===== src/rtl/mem_port_arbiter.sv =====
// mem_port_arbiter: shares one unified instruction/data memory between the
// CPU control path (cpu_*) and a program loader/debug port (ldr_*).
//
// Ports:
//   CLK, RST       clock, asynchronous active-high reset
//   cpu_req/we/addr/wdata -> cpu_ack, cpu_rdata, cpu_stall (comb)
//   ldr_req/we/addr/wdata -> ldr_ack, ldr_rdata
//   mem_en/we/addr/wdata  -> memory, mem_rdata <- memory
//
// Parameters: ADDR_W, DATA_W, WAIT_CYC (1..15 access cycles per transaction).
// Each winner gets one transaction: IDLE -> ACCESS (WAIT_CYC cycles)
// -> RESP (one-cycle ack) -> IDLE.
// Build option ARB_ROUND_ROBIN_EN: round-robin on ties, with the CPU
// winning the first tie after reset. If it is undefined, the loader
// always has priority.
module mem_port_arbiter #(
    parameter int ADDR_W   = 32,
    parameter int DATA_W   = 32,
    parameter int WAIT_CYC = 2
) (
    input  logic              CLK,
    input  logic              RST,
    input  logic              cpu_req,
    input  logic              cpu_we,
    input  logic [ADDR_W-1:0] cpu_addr,
    input  logic [DATA_W-1:0] cpu_wdata,
    output logic              cpu_ack,
    output logic [DATA_W-1:0] cpu_rdata,
    output logic              cpu_stall,
    input  logic              ldr_req,
    input  logic              ldr_we,
    input  logic [ADDR_W-1:0] ldr_addr,
    input  logic [DATA_W-1:0] ldr_wdata,
    output logic              ldr_ack,
    output logic [DATA_W-1:0] ldr_rdata,
    output logic              mem_en,
    output logic              mem_we,
    output logic [ADDR_W-1:0] mem_addr,
    output logic [DATA_W-1:0] mem_wdata,
    input  logic [DATA_W-1:0] mem_rdata
);

    localparam logic [3:0] CNT_LOAD = 4'(WAIT_CYC - 1);

    typedef enum logic [1:0] {IDLE, ACCESS, RESP} state_t;

    state_t            r_state;
    state_t            w_next;
    logic [3:0]        r_cnt;
    logic              r_gnt;       // 1 = loader owns the transaction
    logic              r_cpu_ack;
    logic              r_ldr_ack;
    logic [DATA_W-1:0] r_cpu_rdata;
    logic [DATA_W-1:0] r_ldr_rdata;
    logic              r_mem_en;
    logic              r_mem_we;
    logic [ADDR_W-1:0] r_mem_addr;
    logic [DATA_W-1:0] r_mem_wdata;
    logic              w_any;
    logic              w_pick_ldr;

    assign w_any = cpu_req | ldr_req;

`ifdef ARB_ROUND_ROBIN_EN
    logic r_last;               // 1 = loader was granted last

    // On a tie, serve whoever was not granted last.
    assign w_pick_ldr = ldr_req & (~cpu_req | ~r_last);

    always_ff @(posedge CLK or posedge RST) begin
        if (RST) begin
            r_last <= 1'b1;
        end else if (r_state == IDLE && w_any) begin
            r_last <= w_pick_ldr;
        end
    end
`else
    assign w_pick_ldr = ldr_req;
`endif

    always_ff @(posedge CLK or posedge RST) begin
        if (RST) begin
            r_state <= IDLE;
        end else begin
            r_state <= w_next;
        end
    end

    always_comb begin
        w_next = r_state;
        unique case (r_state)
            IDLE:    if (w_any) w_next = ACCESS;
            ACCESS:  if (r_cnt == 4'd0) w_next = RESP;
            RESP:    w_next = IDLE;
            default: w_next = IDLE;
        endcase
    end

    // Memory outputs are registered, so they only move on the
    // IDLE->ACCESS and ACCESS->RESP edges.
    always_ff @(posedge CLK or posedge RST) begin
        if (RST) begin
            r_cnt       <= '0;
            r_gnt       <= 1'b0;
            r_cpu_ack   <= 1'b0;
            r_ldr_ack   <= 1'b0;
            r_cpu_rdata <= '0;
            r_ldr_rdata <= '0;
            r_mem_en    <= 1'b0;
            r_mem_we    <= 1'b0;
            r_mem_addr  <= '0;
            r_mem_wdata <= '0;
        end else begin
            r_cpu_ack <= 1'b0;
            r_ldr_ack <= 1'b0;
            unique case (r_state)
                IDLE: begin
                    if (w_any) begin
                        r_gnt       <= w_pick_ldr;
                        r_cnt       <= CNT_LOAD;
                        r_mem_en    <= 1'b1;
                        r_mem_we    <= w_pick_ldr ? ldr_we    : cpu_we;
                        r_mem_addr  <= w_pick_ldr ? ldr_addr  : cpu_addr;
                        r_mem_wdata <= w_pick_ldr ? ldr_wdata : cpu_wdata;
                    end
                end
                ACCESS: begin
                    if (r_cnt == 4'd0) begin
                        r_mem_en  <= 1'b0;
                        r_mem_we  <= 1'b0;
                        r_cpu_ack <= ~r_gnt;
                        r_ldr_ack <= r_gnt;
                        if (!r_mem_we) begin
                            if (r_gnt) r_ldr_rdata <= mem_rdata;
                            else       r_cpu_rdata <= mem_rdata;
                        end
                    end else begin
                        r_cnt <= r_cnt - 4'd1;
                    end
                end
                default: ;
            endcase
        end
    end

    assign cpu_ack   = r_cpu_ack;
    assign ldr_ack   = r_ldr_ack;
    assign cpu_rdata = r_cpu_rdata;
    assign ldr_rdata = r_ldr_rdata;
    assign mem_en    = r_mem_en;
    assign mem_we    = r_mem_we;
    assign mem_addr  = r_mem_addr;
    assign mem_wdata = r_mem_wdata;

    // Freezes the multicycle controller until the ack cycle.
    assign cpu_stall = cpu_req & ~r_cpu_ack;

endmodule


===== config.mk =====
export PLATFORM = sky130hd
export DESIGN_NAME = mem_port_arbiter
export DESIGN_NICKNAME = d
export VERILOG_FILES = /design/src/rtl/mem_port_arbiter.sv
export SDC_FILE = /design/constraint.sdc
export NUM_CORES = 1
export LEC_CHECK = 0
export ABC_AREA = 0
export CORE_MARGIN = 10
export CORE_UTILIZATION = 37
export CTS_BUF_LIST = sky130_fd_sc_hd__clkbuf_4 sky130_fd_sc_hd__clkbuf_8 sky130_fd_sc_hd__clkbuf_16
export CTS_CLUSTER_SIZE = 30
export DETAILED_ROUTE_END_ITERATION = 8
export PLACE_DENSITY = 0.77
export SYNTH_ARGS = -nofsm -noshare
export SYNTH_HDL_FRONTEND = slang
export SYNTH_SLANG_ARGS = --single-unit

===== constraint.sdc =====
create_clock -name CLK -period 4.6 [get_ports CLK]
set_clock_uncertainty 0.2 [all_clocks]
set_input_delay 0.92 -clock CLK [delete_from_list [all_inputs] [get_ports CLK]]
set_output_delay 0.92 -clock CLK [all_outputs]
set_load 0.02 [all_outputs]

==> impl_metrics.json, run 1 <==
{
  "status": "completed",
  "pin_count": 299,
  "yosysMostFrequentCell": "dfrtp_1",
  "worstHoldPathType": "reg -> reg",
  "dp_hpwl_um": 15700,
  "cp.arrival_ns": 2.32,
  "yosysSeqAreaShare": 0.575,
  "rows": 46,
  "startpoint": "cpu_req",
  "synth_largest_area_cell": "dfrtp_1",
  "reg2reg_slack_ns": 1.63,
  "crit_slowest_cell": "clkdlybuf4s50_1",
  "routabilityCongestion": 0.782,
  "reg2reg_from": "r_cnt[0]",
  "synth.net_count": 639,
  "post-place-cells": 955,
  "clockBufferDepth": 2,
  "die_height_um": 148,
  "cts_max_level": 4,
  "slowest_delay_ns": 0.62,
  "grt_pass1_wl_um": 32100,
  "setup_viol": 0,
  "post_cts_buffers": 0,
  "yosys_warnings": 0,
  "nNetsFinal": 926,
  "synth_common_cells": "dfrtp_1, o21ai_0, mux2i_1, mux2_2, mux2_4",
  "cp-end-kind": "output port",
  "first_pass_iters": 4,
  "drc": 0,
  "synthArstFlopShare": 1.00,
  "start_util": 0.379,
  "ys_types": 31,
  "cts_resized": 0,
  "rsz0062_at_grt": "false",
  "cp.buffers_inverters": 2,
  "pwr-share-comb": 0.486,
  "cp.depth": 3,
  "cts.sinks": 139,
  "timing_worst_slew_pin_value_ns": 1.11,
  "slew_violations": 0,
  "ys_seq_elements": 139,
  "cts_tree": "built",
  "power_frac_seq": 0.315,
  "clkTransAtPathRegs_ns": 0.06,
  "drive_gt1_frac": 0.143,
  "antenna_found_initial": 0,
  "synth.top_cell.area_share": 0.575,
  "worstRegToRegCells": 5,
  "port-buffer-count": 298,
  "die-area_mm2": 0.0219,
  "fin_tns_setup_ns": 0,
  "switching_share": 0.374,
  "cpMostUsedCell": "clkdlybuf4s50_1",
  "vias": 4980,
  "cp.required_ns": 3.48,
  "diodes": 0,
  "timing.fmax_ghz": 0.291,
  "fp.dieW_um": 148,
  "final_cells": 987,
  "worstPathCellList": "clkdlybuf4s50_1 > nor2b_1 > clkdlybuf4s50_1",
  "pwr-share-clk": 0.200,
  "hold_violations": 0,
  "period_share": 0.748,
  "cp_top_family": "buffers and inverters",
  "cp-start-kind": "input port",
  "synth-edff-count": 0,
  "routed_wl_um": 20500,
  "ir_worst_vdd_v": 0.000300,
  "grt_overflow": 0,
  "critPathKind": "in -> out",
  "grt_usage": 0.187,
  "yosys-top-cells-area": "dfrtp_1, o21ai_0, mux2i_1",
  "power_switching_mw": 2.59,
  "wl_per_cell_um": 20.8,
  "synth_top_flop_cell": "dfrtp_1",
  "grt_pass1_vias": 5566,
  "hold_buffers": 0,
  "crit_path_max_fanout": 4,
  "p_int_mw": 4.33,
  "viasPerCell": 5.05,
  "hold_start": "ldr_rdata[29]",
  "slew-limit-headroom": 0.259,
  "first_iter_violations": 138,
  "synthToLayoutAreaGrowth_pct": 61.9,
  "powerDensity_mw_per_mm2": 707,
  "ant_nets": 0,
  "worstSkewPairLatency_ns": 0.40,
  "period_minus_slack_ns": 3.44,
  "grt_max_degree": 74,
  "utilization": 0.614,
  "cts_made_buffers": 17,
  "netlist_instances": 471,
  "core_mm2": 0.0159,
  "syn-cell-area_mm2": 0.00605,
  "p_leak_nw": 4.23,
  "min_path_cells": 1,
  "avgSynthCellArea_um2": 12.8,
  "cts-root-buf": "clkbuf_16",
  "max-cap-violations": 0
}
per-layer routing:
| layer | wire, um | track usage | share of wire |
|---|---|---|---|
| met3 | 1650 | 0.0754 | 0.080 |
| met5 | 0 | 0 | 0 |
| met4 | 309 | 0.0530 | 0.015 |
| met1 | 8330 | 0.212 | 0.41 |
| met2 | 10200 | 0.317 | 0.50 |
final cells by class:
cell class / count / area [um2]
Clock buffer: 19 / 453
Sequential cell: 139 / 3480
Clock inverter: 13 / 154
Fill cell: 1235 / 6150
Inverter: 5 / 22.5
Tap cell: 216 / 270
Multi-Input combinational cell: 291 / 2380
Timing Repair Buffer: 304 / 3040
worst reg2reg max path: stages, from the launching register on:
cell	delay [ns]
dfrtp_1	0.37
inv_1	0.10
ha_1	0.17
or3b_4	0.41
or4_2	1.08
mux2_4	0.53
cells in the final DEF, fill, tap and decap left out:
master	count
and2b_1	1
o221ai_1	1
a311o_1	1
nand4b_1	1
nor4_1	1
o211ai_1	1
a22o_1	1
inv_8	1
inv_1	4
o21ai_4	1
clkinvlp_4	5
nor3b_1	1
or3_1	1
mux2_4	30
buf_4	6
nor3_1	1
ha_1	2
or3b_4	1
or4_2	1
bufinv_16	2
nor2b_1	3
clkinv_4	1
clkbuf_8	2
clkbuf_16	17
or2_2	1
o22ai_1	2
mux2_2	35
nand2b_1	1
nor2_1	2
buf_12	1
nor2_4	1
o21ai_0	132
clkdlybuf4s50_1	297
dfrtp_1	139
and3_1	2
inv_6	5
mux2i_1	65
nand2_1	2
kinds of logic after synthesis:
logic type                 count (synthesis)  share of synthesized area
DFF                                      139                      0.575
adders and majority gates                  2                    0.00414
buffers and inverters                     41                     0.0356
AOI/OAI and AO/OA                        139                      0.118
and+or+nand+nor                           20                     0.0203
muxes                                    130                      0.247
final timing paths:
check	end
max in group asynchronous	ldr_rdata[22]
hold reg to reg	ldr_rdata[29]
setup / recovery	cpu_stall
setup reg to reg	cpu_rdata[21]
min in group asynchronous	ldr_rdata[18]
hold / removal	ldr_rdata[29]
per-stage QoR:
stage / hold WS (ns) / setup slack [ns] / cell area, um2 / total power [mW]
6_report: 0.304 / 1.16 / 9790 / 6.92
5_1_grt: 0.319 / 1.11 / 9790 / 7.33
4_1_cts: 0.309 / 1.16 / 9790 / 7.00
3_5_place_dp: 0.292 / 1.16 / 9190 / 5.58
3_3_place_gp: 0.286 / 1.17 / 9190 / 5.46
2_1_floorplan: 0.261 / 1.74 / 6050 / 3.85
flip-flops by register name, summed over array words and instances (netlist names):
name,count
mem_wdata,32
r_state,2
r_cnt,4
cpu_rdata,32
r_gnt,1
cpu_ack,1
ldr_rdata,32
mem_we,1
ldr_ack,1
mem_addr,32
mem_en,1
power by group through the flow:
stage,clock [mW],combinational [mW],sequential [mW]
after detailed placement,0,3.39,2.19
after CTS,1.41,3.41,2.18
final,1.38,3.36,2.18
after floorplan,0,1.01,2.85
after global placement,0,3.32,2.14
after global routing,1.48,3.59,2.25
Note: power is estimated with default switching activity, not from simulation.
==> run 2, diff against run 1 <==
Clock period 4.6 ns to 2.95 ns, I/O delays scaled along.
==> run 2 against run 1 <==
Critical endpoint is now cpu_rdata[19]. Non-clock buffer count is 4 higher. Final area is 1.0% higher. Cell count is 0.30% higher. Total power is 59% higher. Setup slack worse by 0.86 ns. Global-route usage is 0.60 points lower. Sequential power is 56% higher. Largest power group unchanged. Die area stayed put. Clock power is 70% higher.
==> impl_metrics.json, run 2 (synthesized netlist as in run 1, its figures left out) <==
{
  "first_iter_violations": 203,
  "worstPathCellList": "inv_1 > ha_1 > or3b_4 > or4_2 > buf_4 > mux2_4",
  "grt_max_degree": 140,
  "cts_tree": "built",
  "port-buffer-count": 298,
  "power_frac_seq": 0.310,
  "cp.buffers_inverters": 2,
  "cp-end-kind": "flop",
  "clockBufferDepth": 2,
  "die-area_mm2": 0.0219,
  "cts.sinks": 139,
  "period_minus_slack_ns": 2.65,
  "cts_made_buffers": 17,
  "cts_max_level": 4,
  "grt_pass1_wl_um": 31200,
  "cts-root-buf": "clkbuf_16",
  "rsz0062_at_grt": "false",
  "routabilityCongestion": 0.775,
  "wl_per_cell_um": 20.4,
  "critPathKind": "reg -> reg",
  "power_switching_mw": 3.99,
  "cp-endpoint": "cpu_rdata[19]",
  "pre_cts_ws_ns": 0.317,
  "ant_nets": 0,
  "pin_count": 299,
  "grt_usage": 0.181,
  "cp-start-kind": "flop",
  "grt_pass1_vias": 5405,
  "reg2reg_from": "r_cnt[0]",
  "grt_overflow": 0,
  "slew_violations": 0,
  "drc": 0,
  "diodes": 0,
  "antenna_found_initial": 0,
  "post_cts_buffers": 0,
  "worstRegToRegCells": 6,
  "crit_slowest_cell": "or4_2",
  "pwr-share-comb": 0.477,
  "clkTransAtPathRegs_ns": 0.06,
  "cp.arrival_ns": 2.74,
  "startpoint": "r_cnt[0]",
  "cp.depth": 6,
  "hold_buffers": 0,
  "max-cap-violations": 0,
  "core_mm2": 0.0159,
  "layout_commonest_cell": "clkdlybuf4s50_1",
  "fin_tns_setup_ns": 0,
  "dp_hpwl_um": 15400,
  "crit_path_max_fanout": 32,
  "cp_top_family": "simple AND/OR/NAND/NOR gates",
  "reg2reg_slack_ns": 0.30,
  "synthToLayoutAreaGrowth_pct": 63.5,
  "powerDensity_mw_per_mm2": 1110,
  "nNetsFinal": 930,
  "timing_worst_slew_pin_value_ns": 0.743,
  "slowest_delay_ns": 0.55,
  "ir_worst_vdd_v": 0.000497,
  "status": "completed",
  "setup_slack_ns": 0.303,
  "setup_viol": 0,
  "drive_gt1_frac": 0.146,
  "die_height_um": 148,
  "cp.required_ns": 3.04,
  "cts_resized": 0,
  "period_share": 0.897,
  "switching_share": 0.364,
  "p_leak_nw": 4.28,
  "worstSkewPairLatency_ns": 0.41,
  "hold_slack_ns": 0.303,
  "worstHoldPathType": "reg -> reg",
  "p_int_mw": 6.98,
  "rows": 46,
  "final_cell_mix": "clkdlybuf4s50_1, dfrtp_1, o21ai_0, mux2i_1, mux2_2",
  "routed_wl_um": 20200,
  "worstReg2RegEnd": "cpu_rdata[19]",
  "timing.fmax_ghz": 0.378,
  "start_util": 0.379,
  "viasPerCell": 5.01,
  "pwr-share-clk": 0.213,
  "hold_violations": 0,
  "vias": 4956,
  "slew-limit-headroom": 0.504,
  "first_pass_iters": 4,
  "fp.dieW_um": 148
}
-- run 2: worst min-delay path by stage --
stage               slack [ns]          start             to  cells past startpoint
floorplan                 0.26          r_gnt        cpu_ack                      1
global placement          0.29  ldr_rdata[10]  ldr_rdata[10]                      1
detailed placement        0.29  ldr_rdata[25]  ldr_rdata[25]                      1
CTS                       0.31  ldr_rdata[25]  ldr_rdata[25]                      1
global route              0.32  ldr_rdata[29]  ldr_rdata[29]                      1
finish                    0.30  ldr_rdata[19]  ldr_rdata[19]                      1
-- run 2: layer usage --
metal  up-vias  part of all wire  GRT usage  wire length (um)
li1       2288                 -          -                 -
met1      2427              0.41      0.211              8340
met2       223              0.49      0.300              9830
met3        18             0.083     0.0696              1680
met4         0             0.015     0.0575               303
met5         -                 0          0                 0
-- run 2: cell type report --
| type | instances | area [um2] |
|---|---|---|
| inverters | 5 | 22.5 |
| clock buffers | 18 | 433 |
| multi-input cells | 291 | 2380 |
| repair buffers | 308 | 3090 |
| fillers | 1231 | 6050 |
| clock inverters | 13 | 218 |
| flip-flops and latches | 139 | 3480 |
| well taps | 216 | 270 |
-- run 2: power groups by stage --
stage / combinational [mW] / clock [mW] / sequential (mW)
finish: 5.24 / 2.34 / 3.40
floorplan: 1.57 / 0 / 4.44
global route: 5.59 / 2.47 / 3.52
detailed placement: 5.29 / 0 / 3.42
CTS: 5.31 / 2.39 / 3.41
global placement: 5.17 / 0 / 3.36
-- run 2: metrics by stage --
step / power (mW) / area, um2 / utilization / std cells
final: 11.0 / 9890 / 0.620 / 990
after global routing: 11.6 / 9890 / 0.620 / 990
after CTS: 11.1 / 9890 / 0.620 / 990
after detailed placement: 8.71 / 9240 / 0.580 / 959
after global placement: 8.52 / 9240 / 0.580 / 959
after floorplan: 6.01 / 6050 / - / 471
-- run 2: worst register-to-register path, cell delays in order, from the launching register on --
cell	delay, ns
dfrtp_1	0.38
inv_1	0.11
ha_1	0.16
or3b_4	0.40
or4_2	0.55
buf_4	0.34
mux2_4	0.39
==> run 3, diff against run 2 <==
Settings changed: ABC_AREA 0 to 1, CORE_UTILIZATION 37 to 44, PLACE_DENSITY 0.77 to 0.85.
Clock period 2.95 ns to 3.2 ns, I/O delays scaled along.
==> run 3 against run 2 <==
Synthesized cell count grew 45%. Setup slack improved by 0.13 ns. Hold slack worse by 0.036 ns. First-iteration DRC count is 93% higher. Synthesized area up 0.83%. Sequential power fell by 6.8%. Sequential share of layout area is 0.14 points higher. Global-route usage is 4.3 points higher. Critical endpoint is now cpu_stall. Largest power group unchanged.
==> impl_metrics.json, run 3 <==
{
  "cpMostUsedCell": "clkdlybuf4s50_1",
  "drive_gt1_frac": 0.121,
  "cts_resized": 0,
  "avgSynthCellArea_um2": 8.92,
  "synth.net_count": 852,
  "routed_wl_um": 21800,
  "synthToLayoutAreaGrowth_pct": 61.5,
  "hold_buffers": 0,
  "yosys_warnings": 0,
  "synth_common_cells": "nand2_1, dfrtp_1, o211ai_1, or2_2, nand3_1",
  "pin_count": 299,
  "power_switching_mw": 4.07,
  "slew-limit-headroom": 0.504,
  "cp-start-kind": "input port",
  "first_iter_violations": 391,
  "crit_path_max_fanout": 2,
  "rows": 42,
  "worstHoldPathType": "reg -> reg",
  "multi_input_area_mm2": 0.00236,
  "power_frac_seq": 0.308,
  "crit_slowest_cell": "clkdlybuf4s50_1",
  "core_mm2": 0.0134,
  "cts-root-buf": "clkbuf_16",
  "ant_nets": 0,
  "timing_worst_slew_pin_value_ns": 0.744,
  "p_int_mw": 6.23,
  "min_path_cells": 2,
  "layout_commonest_cell": "nand2_1",
  "p_total_mw": 10.3,
  "cts.sinks": 139,
  "slew_violations": 0,
  "ys_seq_elements": 139,
  "setup_viol": 0,
  "p_leak_nw": 4.55,
  "ir_worst_vdd_v": 0.000481,
  "status": "completed",
  "clkTransAtPathRegs_ns": 0.06,
  "grt_max_degree": 140,
  "first_pass_iters": 5,
  "powerDensity_mw_per_mm2": 1050,
  "grt_overflow": 0,
  "cp.arrival_ns": 1.93,
  "antenna_found_initial": 1,
  "grt_usage": 0.224,
  "die-area_mm2": 0.0190,
  "fillers": 993,
  "synth-edff-count": 0,
  "utilization": 0.735,
  "fin_tns_setup_ns": 0,
  "yosysMostFrequentCell": "nand2_1",
  "rsz0062_at_grt": "false",
  "cts_made_buffers": 17,
  "yosysSeqAreaShare": 0.570,
  "synth.top_cell.area_share": 0.570,
  "wl_per_cell_um": 18.9,
  "grt_pass1_wl_um": 32500,
  "hold_violations": 0,
  "nNetsFinal": 1138,
  "worstPathCellList": "clkdlybuf4s50_1 > inv_1 > nor2_1 > clkdlybuf4s50_1",
  "seq_area_mm2": 0.00348,
  "yosys-top-cells-area": "dfrtp_1, nand2_1, o211ai_1",
  "viasPerCell": 5.02,
  "worstSkewPairLatency_ns": 0.41,
  "pwr-share-comb": 0.487,
  "cts_max_level": 4,
  "post_cts_buffers": 0,
  "port-buffer-count": 298,
  "clockBufferDepth": 2,
  "cp-end-kind": "output port",
  "fp.dieW_um": 138,
  "pwr-share-clk": 0.205,
  "slowest_delay_ns": 0.61,
  "grt_pass1_vias": 5940,
  "synthArstFlopShare": 1.00,
  "timing.fmax_ghz": 0.361,
  "cp.required_ns": 2.36,
  "drc": 0,
  "ys_types": 23,
  "diodes": 0,
  "vias": 5822,
  "start_util": 0.455,
  "cts_tree": "built",
  "max-cap-violations": 0,
  "dp_hpwl_um": 16300,
  "period_share": 0.865,
  "syn-cell-area_mm2": 0.00610,
  "routabilityCongestion": 0.817,
  "synth_largest_area_cell": "dfrtp_1",
  "die_height_um": 138,
  "synth_top_flop_cell": "dfrtp_1",
  "period_minus_slack_ns": 2.77,
  "final_cell_mix": "nand2_1, clkdlybuf4s50_1, dfrtp_1, or2_2, o211ai_1",
  "netlist_instances": 684,
  "switching_share": 0.395,
  "critPathKind": "in -> out",
  "worstRegToRegCells": 9
}
run 3: logic make-up (layout without fill, tap and decap cells):
logic type / after synthesis / after routing / synth area share
and+or+nand+nor: 417 / 417 / 0.295
DFF: 139 / 139 / 0.570
AOI/OAI and AO/OA: 69 / 69 / 0.0851
buffers and inverters: 55 / 354 / 0.0425
adders and majority gates: 2 / 2 / 0.00410
xor gates and xnor gates: 1 / 1 / 0.00144
muxes: 1 / 1 / 0.00164
run 3: final timing paths:
check,to,start,slack [ns]
max,cpu_stall,cpu_req,0.43
min,ldr_rdata[17],ldr_rdata[17],0.27
max reg2reg,cpu_rdata[25],r_cnt[0],1.06
min reg2reg,ldr_rdata[17],ldr_rdata[17],0.27
max in group asynchronous,ldr_rdata[7],RST,1.65
min in group asynchronous,cpu_rdata[20],RST,0.60
run 3: layout make-up:
type | count | area share
tap | 176 | 0.0224
clock inverter | 11 | 0.0168
sequential | 139 | 0.353
clock buffer | 21 | 0.0488
timing repair buffer | 310 | 0.314
inverter | 12 | 0.00495
multi-input combinational | 490 | 0.240
run 3: worst max-delay path: cells and delay by family:
| kind | cells | cell delay, ns |
|---|---|---|
| buffers and inverters | 3 | 1.21 |
| and+or+nand+nor | 1 | 0.08 |
run 3: power by group through the flow:
stage | Clock, mW | Combinational, mW | Sequential, mW
after floorplan | 0 | 1.54 | 4.15
after global placement | 0 | 4.97 | 3.14
after detailed placement | 0 | 5.08 | 3.17
after CTS | 2.14 | 5.10 | 3.17
after global routing | 2.22 | 5.43 | 3.26
final | 2.11 | 5.02 | 3.17
run 3: routing by layer:
| layer | global-route usage | vias up | routed length, um |
|---|---|---|---|
| met4 | 0.0724 | 0 | 363 |
| li1 | - | 2777 | - |
| met3 | 0.107 | 28 | 2760 |
| met2 | 0.381 | 275 | 10700 |
| met5 | 0 | - | 0 |
| met1 | 0.241 | 2742 | 8030 |
run 3: metrics by stage:
stage	hold WS [ns]	setup WS, ns	instances	area (um2)
final	0.267	0.432	1159	9850
after global routing	0.289	0.348	1159	9850
after CTS	0.272	0.436	1159	9850
after detailed placement	0.258	0.434	1127	9210
after global placement	0.252	0.450	1127	9210
after floorplan	0.246	0.625	684	6100
